File: config.mk
export PLATFORM = sky130hd
export DESIGN_NAME = rom_pixel_out_flat
export DESIGN_NICKNAME = d
export VERILOG_FILES = /design/src/rtl/rom_pixel_out_if.sv /design/src/rtl/rom_pixel_out.sv /design/src/flat_wrapper.sv
export SDC_FILE = /design/constraint.sdc
export NUM_CORES = 1
export LEC_CHECK = 0
export BUFFER_PORTS_ARGS = -buffer_cell sky130_fd_sc_hd__buf_2
export CAP_MARGIN = 25
export CORE_MARGIN = 5
export CORE_UTILIZATION = 30
export DETAILED_ROUTE_END_ITERATION = 16
export GPL_ROUTABILITY_DRIVEN = 0
export PLACE_DENSITY = 0.52
export SLEW_MARGIN = 20
export SYNTH_ARGS = -nofsm -noshare
export SYNTH_HDL_FRONTEND = slang
export SYNTH_SLANG_ARGS = --single-unit
File: constraint.sdc
create_clock -name clk -period 2.1 [get_ports clk]
set_input_delay 0.315 -clock clk [delete_from_list [all_inputs] [get_ports clk]]
set_output_delay 0.315 -clock clk [all_outputs]
set_load 0.05 [all_outputs]
File: src/rtl/rom_pixel_out_if.sv
// ---------------------------------------------------------------------------
// rom_pixel_out_if
// Bundles every signal of the pixel output stage except the clock and reset.
// The signals fall into four groups:
//   scanner side  : hs_in, vs_in, de_in, addr_in   (into the stage)
//   image ROM     : rom_addr (out), rom_data (in, RGB565)
//   video side    : hs, vs, de, rgb_r, rgb_g, rgb_b (out)
//   status        : err_clr (in), h_err, v_err, frame_cnt (out)
// Modports:
//   slave  - the pixel output stage itself
//   master - whatever drives the scanner/ROM side and consumes the video side
// ---------------------------------------------------------------------------
interface rom_pixel_out_if;
    logic        hs_in;
    logic        vs_in;
    logic        de_in;
    logic [16:0] addr_in;
    logic [16:0] rom_addr;
    logic [15:0] rom_data;
    logic        hs;
    logic        vs;
    logic        de;
    logic [7:0]  rgb_r;
    logic [7:0]  rgb_g;
    logic [7:0]  rgb_b;
    logic        err_clr;
    logic        h_err;
    logic        v_err;
    logic [15:0] frame_cnt;

    modport slave (
        input  hs_in, vs_in, de_in, addr_in, rom_data, err_clr,
        output rom_addr, hs, vs, de, rgb_r, rgb_g, rgb_b, h_err, v_err, frame_cnt
    );

    modport master (
        output hs_in, vs_in, de_in, addr_in, rom_data, err_clr,
        input  rom_addr, hs, vs, de, rgb_r, rgb_g, rgb_b, h_err, v_err, frame_cnt
    );
endinterface

File: src/rtl/rom_pixel_out.sv
// ---------------------------------------------------------------------------
// rom_pixel_out
// Downstream stage of the 1080P ROM scan generator. Registers the scanner
// address into a synchronous image ROM, expands the returned RGB565 word to
// RGB888 and delays hs/vs/de so they line up with the pixel data. Also checks
// the incoming timing (de pixels per line, active lines per frame) and counts
// frames.
// Ports:
//   clk  - pixel clock
//   rst  - synchronous reset, active-high
//   bus  - rom_pixel_out_if.slave: scanner inputs, ROM address/data, aligned
//          video outputs, sticky timing errors with clear, frame counter
// Pipeline latency from scanner input to video output is ROM_LATENCY + 2.
// ---------------------------------------------------------------------------
module rom_pixel_out #(
    parameter int          ROM_LATENCY  = 2,
    parameter int          EXP_H_ACTIVE = 1920,
    parameter int          EXP_V_ACTIVE = 1080,
    parameter logic [16:0] BLACK_ADDR   = 17'd6188
) (
    input  logic           clk,
    input  logic           rst,
    rom_pixel_out_if.slave bus
);

    // Address register + ROM latency + output register.
    localparam int          PIPE_LEN = ROM_LATENCY + 2;
    // Stage that is valid in the same cycle as rom_data; it feeds the
    // output register together with the ROM word.
    localparam int          OUT_TAP  = PIPE_LEN - 2;
    localparam logic [11:0] EXP_H    = 12'(EXP_H_ACTIVE);
    localparam logic [11:0] EXP_V    = 12'(EXP_V_ACTIVE);
    localparam logic [11:0] CNT_MAX  = 12'hFFF;

    // RGB565 -> RGB888 by replicating the top bits into the new LSBs, so
    // full-scale stays full-scale (1F -> FF) and zero stays zero.
    function automatic logic [23:0] rgb565_to_rgb888(input logic [15:0] d);
        return {d[15:11], d[15:13], d[10:5], d[10:9], d[4:0], d[4:2]};
    endfunction

    logic [PIPE_LEN-1:0] hs_sr_q,  hs_sr_d;
    logic [PIPE_LEN-1:0] vs_sr_q,  vs_sr_d;
    logic [PIPE_LEN-1:0] de_sr_q,  de_sr_d;
    logic [PIPE_LEN-1:0] blk_sr_q, blk_sr_d;
    logic [16:0]         rom_addr_q, rom_addr_d;
    logic [23:0]         rgb_q, rgb_d;
    logic [11:0]         pix_cnt_q, pix_cnt_d;
    logic [11:0]         line_cnt_q, line_cnt_d;
    logic                de_prev_q, de_prev_d;
    logic                vs_prev_q, vs_prev_d;
    logic                first_q, first_d;
    logic                h_err_q, h_err_d;
    logic                v_err_q, v_err_d;
    logic [15:0]         frame_cnt_q, frame_cnt_d;

    logic                de_fall_s;
    logic                vs_rise_s;
    logic                h_set_s;
    logic                v_set_s;

    // Next-state logic: delay lines, colour path, timing checks, frame count.
    always_comb begin
        hs_sr_d     = {hs_sr_q[PIPE_LEN-2:0],  bus.hs_in};
        vs_sr_d     = {vs_sr_q[PIPE_LEN-2:0],  bus.vs_in};
        de_sr_d     = {de_sr_q[PIPE_LEN-2:0],  bus.de_in};
        blk_sr_d    = {blk_sr_q[PIPE_LEN-2:0], (bus.addr_in == BLACK_ADDR)};
        rom_addr_d  = bus.addr_in;

        // Blank outside the picture and on the scanner's black address.
        if (de_sr_q[OUT_TAP] && !blk_sr_q[OUT_TAP]) begin
            rgb_d = rgb565_to_rgb888(bus.rom_data);
        end else begin
            rgb_d = 24'h000000;
        end

        de_fall_s = de_prev_q & ~bus.de_in;
        vs_rise_s = ~vs_prev_q & bus.vs_in;
        de_prev_d = bus.de_in;
        vs_prev_d = bus.vs_in;

        // Pixel counter: counted value is compared before it is cleared.
        h_set_s = de_fall_s && (pix_cnt_q != EXP_H);
        if (de_fall_s) begin
            pix_cnt_d = 12'd0;
        end else if (bus.de_in && (pix_cnt_q != CNT_MAX)) begin
            pix_cnt_d = pix_cnt_q + 12'd1;
        end else begin
            pix_cnt_d = pix_cnt_q;
        end

        // Line counter: the clear on vs rising takes priority, so a de fall
        // coinciding with vs rising is not carried into the next frame.
        v_set_s = vs_rise_s && !first_q && (line_cnt_q != EXP_V);
        if (vs_rise_s) begin
            line_cnt_d = 12'd0;
        end else if (de_fall_s && (line_cnt_q != CNT_MAX)) begin
            line_cnt_d = line_cnt_q + 12'd1;
        end else begin
            line_cnt_d = line_cnt_q;
        end

        // The first frame after reset is usually partial; never judge it.
        if (vs_rise_s) begin
            first_d = 1'b0;
        end else begin
            first_d = first_q;
        end

        // Sticky errors: a new error beats a simultaneous clear.
        if (h_set_s) begin
            h_err_d = 1'b1;
        end else if (bus.err_clr) begin
            h_err_d = 1'b0;
        end else begin
            h_err_d = h_err_q;
        end

        if (v_set_s) begin
            v_err_d = 1'b1;
        end else if (bus.err_clr) begin
            v_err_d = 1'b0;
        end else begin
            v_err_d = v_err_q;
        end

        if (vs_rise_s) begin
            frame_cnt_d = frame_cnt_q + 16'd1;
        end else begin
            frame_cnt_d = frame_cnt_q;
        end
    end

    // State registers with synchronous reset; first-frame flag re-arms.
    always_ff @(posedge clk) begin
        if (rst) begin
            hs_sr_q     <= '0;
            vs_sr_q     <= '0;
            de_sr_q     <= '0;
            blk_sr_q    <= '0;
            rom_addr_q  <= 17'd0;
            rgb_q       <= 24'h000000;
            pix_cnt_q   <= 12'd0;
            line_cnt_q  <= 12'd0;
            de_prev_q   <= 1'b0;
            vs_prev_q   <= 1'b0;
            first_q     <= 1'b1;
            h_err_q     <= 1'b0;
            v_err_q     <= 1'b0;
            frame_cnt_q <= 16'd0;
        end else begin
            hs_sr_q     <= hs_sr_d;
            vs_sr_q     <= vs_sr_d;
            de_sr_q     <= de_sr_d;
            blk_sr_q    <= blk_sr_d;
            rom_addr_q  <= rom_addr_d;
            rgb_q       <= rgb_d;
            pix_cnt_q   <= pix_cnt_d;
            line_cnt_q  <= line_cnt_d;
            de_prev_q   <= de_prev_d;
            vs_prev_q   <= vs_prev_d;
            first_q     <= first_d;
            h_err_q     <= h_err_d;
            v_err_q     <= v_err_d;
            frame_cnt_q <= frame_cnt_d;
        end
    end

    assign bus.rom_addr  = rom_addr_q;
    assign bus.hs        = hs_sr_q[PIPE_LEN-1];
    assign bus.vs        = vs_sr_q[PIPE_LEN-1];
    assign bus.de        = de_sr_q[PIPE_LEN-1];
    assign bus.rgb_r     = rgb_q[23:16];
    assign bus.rgb_g     = rgb_q[15:8];
    assign bus.rgb_b     = rgb_q[7:0];
    assign bus.h_err     = h_err_q;
    assign bus.v_err     = v_err_q;
    assign bus.frame_cnt = frame_cnt_q;

endmodule

File: src/flat_wrapper.sv
// flat-port wrapper written by rule: the top's interface ports become plain ports
module rom_pixel_out_flat 
#(
    parameter int          ROM_LATENCY  = 2,
    parameter int          EXP_H_ACTIVE = 1920,
    parameter int          EXP_V_ACTIVE = 1080,
    parameter logic [16:0] BLACK_ADDR   = 17'd6188
)
  (clk, rst, bus_hs_in, bus_vs_in, bus_de_in, bus_addr_in, bus_rom_data, bus_err_clr, bus_rom_addr, bus_hs, bus_vs, bus_de, bus_rgb_r, bus_rgb_g, bus_rgb_b, bus_h_err, bus_v_err, bus_frame_cnt);
  rom_pixel_out_if bus_i ();
  input  logic clk;
  input  logic rst;
  input wire logic [$bits(bus_i.hs_in)-1:0] bus_hs_in;
  input wire logic [$bits(bus_i.vs_in)-1:0] bus_vs_in;
  input wire logic [$bits(bus_i.de_in)-1:0] bus_de_in;
  input wire logic [$bits(bus_i.addr_in)-1:0] bus_addr_in;
  input wire logic [$bits(bus_i.rom_data)-1:0] bus_rom_data;
  input wire logic [$bits(bus_i.err_clr)-1:0] bus_err_clr;
  output wire logic [$bits(bus_i.rom_addr)-1:0] bus_rom_addr;
  output wire logic [$bits(bus_i.hs)-1:0] bus_hs;
  output wire logic [$bits(bus_i.vs)-1:0] bus_vs;
  output wire logic [$bits(bus_i.de)-1:0] bus_de;
  output wire logic [$bits(bus_i.rgb_r)-1:0] bus_rgb_r;
  output wire logic [$bits(bus_i.rgb_g)-1:0] bus_rgb_g;
  output wire logic [$bits(bus_i.rgb_b)-1:0] bus_rgb_b;
  output wire logic [$bits(bus_i.h_err)-1:0] bus_h_err;
  output wire logic [$bits(bus_i.v_err)-1:0] bus_v_err;
  output wire logic [$bits(bus_i.frame_cnt)-1:0] bus_frame_cnt;
  assign bus_i.hs_in = bus_hs_in;
  assign bus_i.vs_in = bus_vs_in;
  assign bus_i.de_in = bus_de_in;
  assign bus_i.addr_in = bus_addr_in;
  assign bus_i.rom_data = bus_rom_data;
  assign bus_i.err_clr = bus_err_clr;
  assign bus_rom_addr = bus_i.rom_addr;
  assign bus_hs = bus_i.hs;
  assign bus_vs = bus_i.vs;
  assign bus_de = bus_i.de;
  assign bus_rgb_r = bus_i.rgb_r;
  assign bus_rgb_g = bus_i.rgb_g;
  assign bus_rgb_b = bus_i.rgb_b;
  assign bus_h_err = bus_i.h_err;
  assign bus_v_err = bus_i.v_err;
  assign bus_frame_cnt = bus_i.frame_cnt;
  rom_pixel_out #(.ROM_LATENCY(ROM_LATENCY), .EXP_H_ACTIVE(EXP_H_ACTIVE), .EXP_V_ACTIVE(EXP_V_ACTIVE), .BLACK_ADDR(BLACK_ADDR)) u_core (.clk(clk), .rst(rst), .bus(bus_i));
endmodule
==> results.yml <==
floorplanning:
  die_h_um: 118.3
  pin_count: 101
  initial_utilization: 0.3066
  dieArea_sq_mm: 0.01398
  die_w_um: 118.3
  rows: 39
  core_sq_mm: 0.01147
power_and_ir_drop:
  powerDensity_mw_per_mm2: 803.5
  ir_drop_v: 0.0004315
  total_leakage_power_nw: 1.809
global_routing:
  grt_max_degree: 29
  grt_overflow: 0
  grt.total_usage: 0.1091
  antenna_found_initial: 0
  grt_pass1_wl_um: 12810
  grt_pass1_vias: 2719
timing:
  period_share: 0.8254
  worstMarginPinSlew_ns: 0.7445
  setup_violations: 0
  whs_ns: 0.1829
  maxSlewViolCount: 0
  clock-skew-final_ns: 0.004409
  fin_ws_ns: 0.3667
  slew_headroom: 0.5027
  finalSetupTns_ns: 0
  fmax_ghz: 0.5769
  min_period_ns: 1.733
  hold_violations: 0
  rsz0062_at_grt: "no"
placed_design:
  hpwl_um: 5604
  portBuffers: 100
  dp_slack_ns: 0.3641
  placed_cell_area_sq_mm: 0.004121
critical_path:
  r2r-start: "u_core.pix_cnt_q[1]$_SDFFE_PP0P_"
  worstSetupEndpoint: "u_core.pix_cnt_q[2]$_SDFFE_PP0P_"
  critPathMaxStageDelay_ns: 0.57
  worstPathRequired_ns: 2.36
  r2r_cells: 5
  criticalPathCategory: "reg2reg"
  cp-startpoint: "u_core.pix_cnt_q[1]$_SDFFE_PP0P_"
  critPathLaunchType: "flop"
  critPathMaxFanout: 5
  r2r_setup_slack_ns: 0.37
  r2r-end: "u_core.pix_cnt_q[2]$_SDFFE_PP0P_"
  crit_chain: "ha_1 > inv_1 > or4_1 > nor3b_1 > a211oi_1"
  worstPathArrival_ns: 1.99
  cp_slowest_cell: "or4_1"
  cp-end-kind: "flop"
cells_and_area:
  num_antenna_cells: 0
  regArea_sq_mm: 0.001822
  syn_to_final_growth_pct: 25.02
  nets: 511
  fin_area_sq_mm: 0.004395
  multi_input_area_sq_mm: 0.001541
  nFillCells: 1170
  drive_gt1_frac: 0.2733
drt:
  route.detailed.drc: 0
  drtIter0Drc: 87
  antenna_left: 0
  dr.pass1.iters: 6
  wire_per_inst_um: 12.22
  num_vias: 2890
  totalWireLength_um: 7518
  viasPerCell: 4.699
status:
  run_status: "finished, final reports clean"
clock_tree:
  insertion_delay_ns: 0.33
  clock_path_buffers: 2
  post_cts_buffers: 0
  cts.repair.resized: 0
  hold_buffers: 0
  cts.clk_slew.worst_paths_ns: 0.06
  cts_tree: "built"
  htreeDepth: 3
  cts_root_buf: "clkbuf_16"
  cts.sinks: 91
  numCtsBuffers: 9
yosys:
  async_flop_share: 0
  synth_area_sq_mm: 0.003516
  ys_ff_latch: 91
  synth_cell_types: 47
  yosys_warnings: 0
  synth_edf_count: 0
  yosysSeqAreaShare: 0.5181
  synth-main-ff-cell: "dfxtp_1"
  synth.avg_cell_area_sq_um: 9.477
  synthCells: 371
  synth_nets: 415
min_path:
  min_from: "bus_rom_data[2]"
  hp-class: "in2reg"
run:
  drv_cap: 0
==> report_power, final <==
part	leakage [nW]	internal (mW)	switching, mW
combinational	0.931	0.0873	0.180
sequential	0.741	1.77	0.0163
clock	0.137	0.864	0.618
==> layer usage <==
metal	share of wire	track usage	up-vias
met5	0	0	-
met4	0.022	0.05591	0
met3	0.077	0.03629	12
met2	0.45	0.1709	89
met1	0.45	0.1334	1314
li1	-	-	1475
==> cells by family (layout without fill, tap and decap cells) <==
| logic type | after synthesis | in the layout | share of synthesized area |
|---|---|---|---|
| AOI/OAI and AO/OA | 44 | 44 | 0.07758 |
| adders and majority gates | 5 | 5 | 0.01779 |
| muxes | 5 | 5 | 0.01530 |
| buffers and inverters | 30 | 131 | 0.04341 |
| xor gates and xnor gates | 12 | 12 | 0.02990 |
| DFF | 91 | 91 | 0.5182 |
| and+or+nand+nor | 184 | 184 | 0.2979 |
==> cell usage in the layout (no fill, tap or decap), types with 3 or more instances in the layout <==
cell type  Yosys  routed
buf_2          2     100
dfxtp_1       91      91
nor2b_1       38      38
nor2_1        27      27
nand2_1       22      22
a21oi_1       17      17
and2_1        16      16
nand3_1       15      15
nand4_1       12      12
nor3_1        11      11
inv_1          9       9
xnor2_1        9       9
clkbuf_16      0       9
o21ai_0        8       8
or4_1          7       7
or3_1          6       6
buf_4          8       6
nor4_1         5       5
nor4b_1        5       5
nand2b_1       5       5
o31ai_1        5       5
ha_1           5       5
xor2_1         3       3
and3_1         3       3
mux2_2         3       3
o41ai_1        3       3
clkbuf_1       9       3
==> final cells by class <==
| type | instances | share of cell area |
|---|---|---|
| Sequential cell | 91 | 0.4145 |
| Multi-Input combinational cell | 250 | 0.3507 |
| Timing Repair Buffer | 106 | 0.1241 |
| Clock buffer | 14 | 0.06006 |
| Tap cell | 143 | 0.04071 |
| Inverter | 9 | 0.007686 |
| Clock inverter | 2 | 0.002277 |
==> cells in the mapped netlist, types with 7 or more instances <==
master	count	area, sq um
dfxtp_1	91	1822
nor2b_1	38	237.7
nor2_1	27	101.4
nand2_1	22	82.58
a21oi_1	17	85.08
and2_1	16	100.1
nand3_1	15	75.07
nand4_1	12	75.07
nor3_1	11	55.05
clkbuf_1	9	33.78
inv_1	9	33.78
xnor2_1	9	78.83
buf_4	8	60.06
o21ai_0	8	40.04
or4_1	7	52.55
==> how the worst min path moves through the flow <==
stage	endpoint	slack [ns]	depth (start not counted)
6_report	u_core.rgb_q[5]$_SDFF_PP0_	0.18	2
2_1_floorplan	u_core.de_sr_q[3]$_SDFF_PP0_	0.39	1
4_1_cts	u_core.rgb_q[5]$_SDFF_PP0_	0.16	2
5_1_grt	u_core.rgb_q[5]$_SDFF_PP0_	0.17	2
3_5_place_dp	u_core.vs_sr_q[2]$_SDFF_PP0_	0.43	1
3_3_place_gp	u_core.vs_sr_q[3]$_SDFF_PP0_	0.42	1
==> registers in the layout, summed over array words and instances (netlist names) <==
signal and flops:
u_core.bus.h_err 1, u_core.bus.v_err 1, u_core.line_cnt_q 12, u_core.bus.rom_addr 17, u_core.de_sr_q 4, u_core.vs_sr_q 4, u_core.hs_sr_q 4, u_core.blk_sr_q 3
u_core.bus.frame_cnt 16, u_core.first_q 1, u_core.pix_cnt_q 12, u_core.rgb_q 16
==> per-stage QoR <==
step	total power, mW	utilization	instances
finish	3.532	0.3833	615
global route	3.697	0.3833	615
CTS	3.604	0.3833	615
detailed placement	2.093	0.3594	599
global placement	2.093	0.3594	599
floorplan	2.002	-	371
==> critical path: cells and delay by family, from the launching register on <==
kind	cells	cell delay [ns]
and+or+nand+nor	2	0.74
DFF	1	0.37
adders and majority gates	1	0.27
buffers and inverters	1	0.09
AOI/OAI and AO/OA	1	0.19
Note: power is estimated with default switching activity, not from simulation.
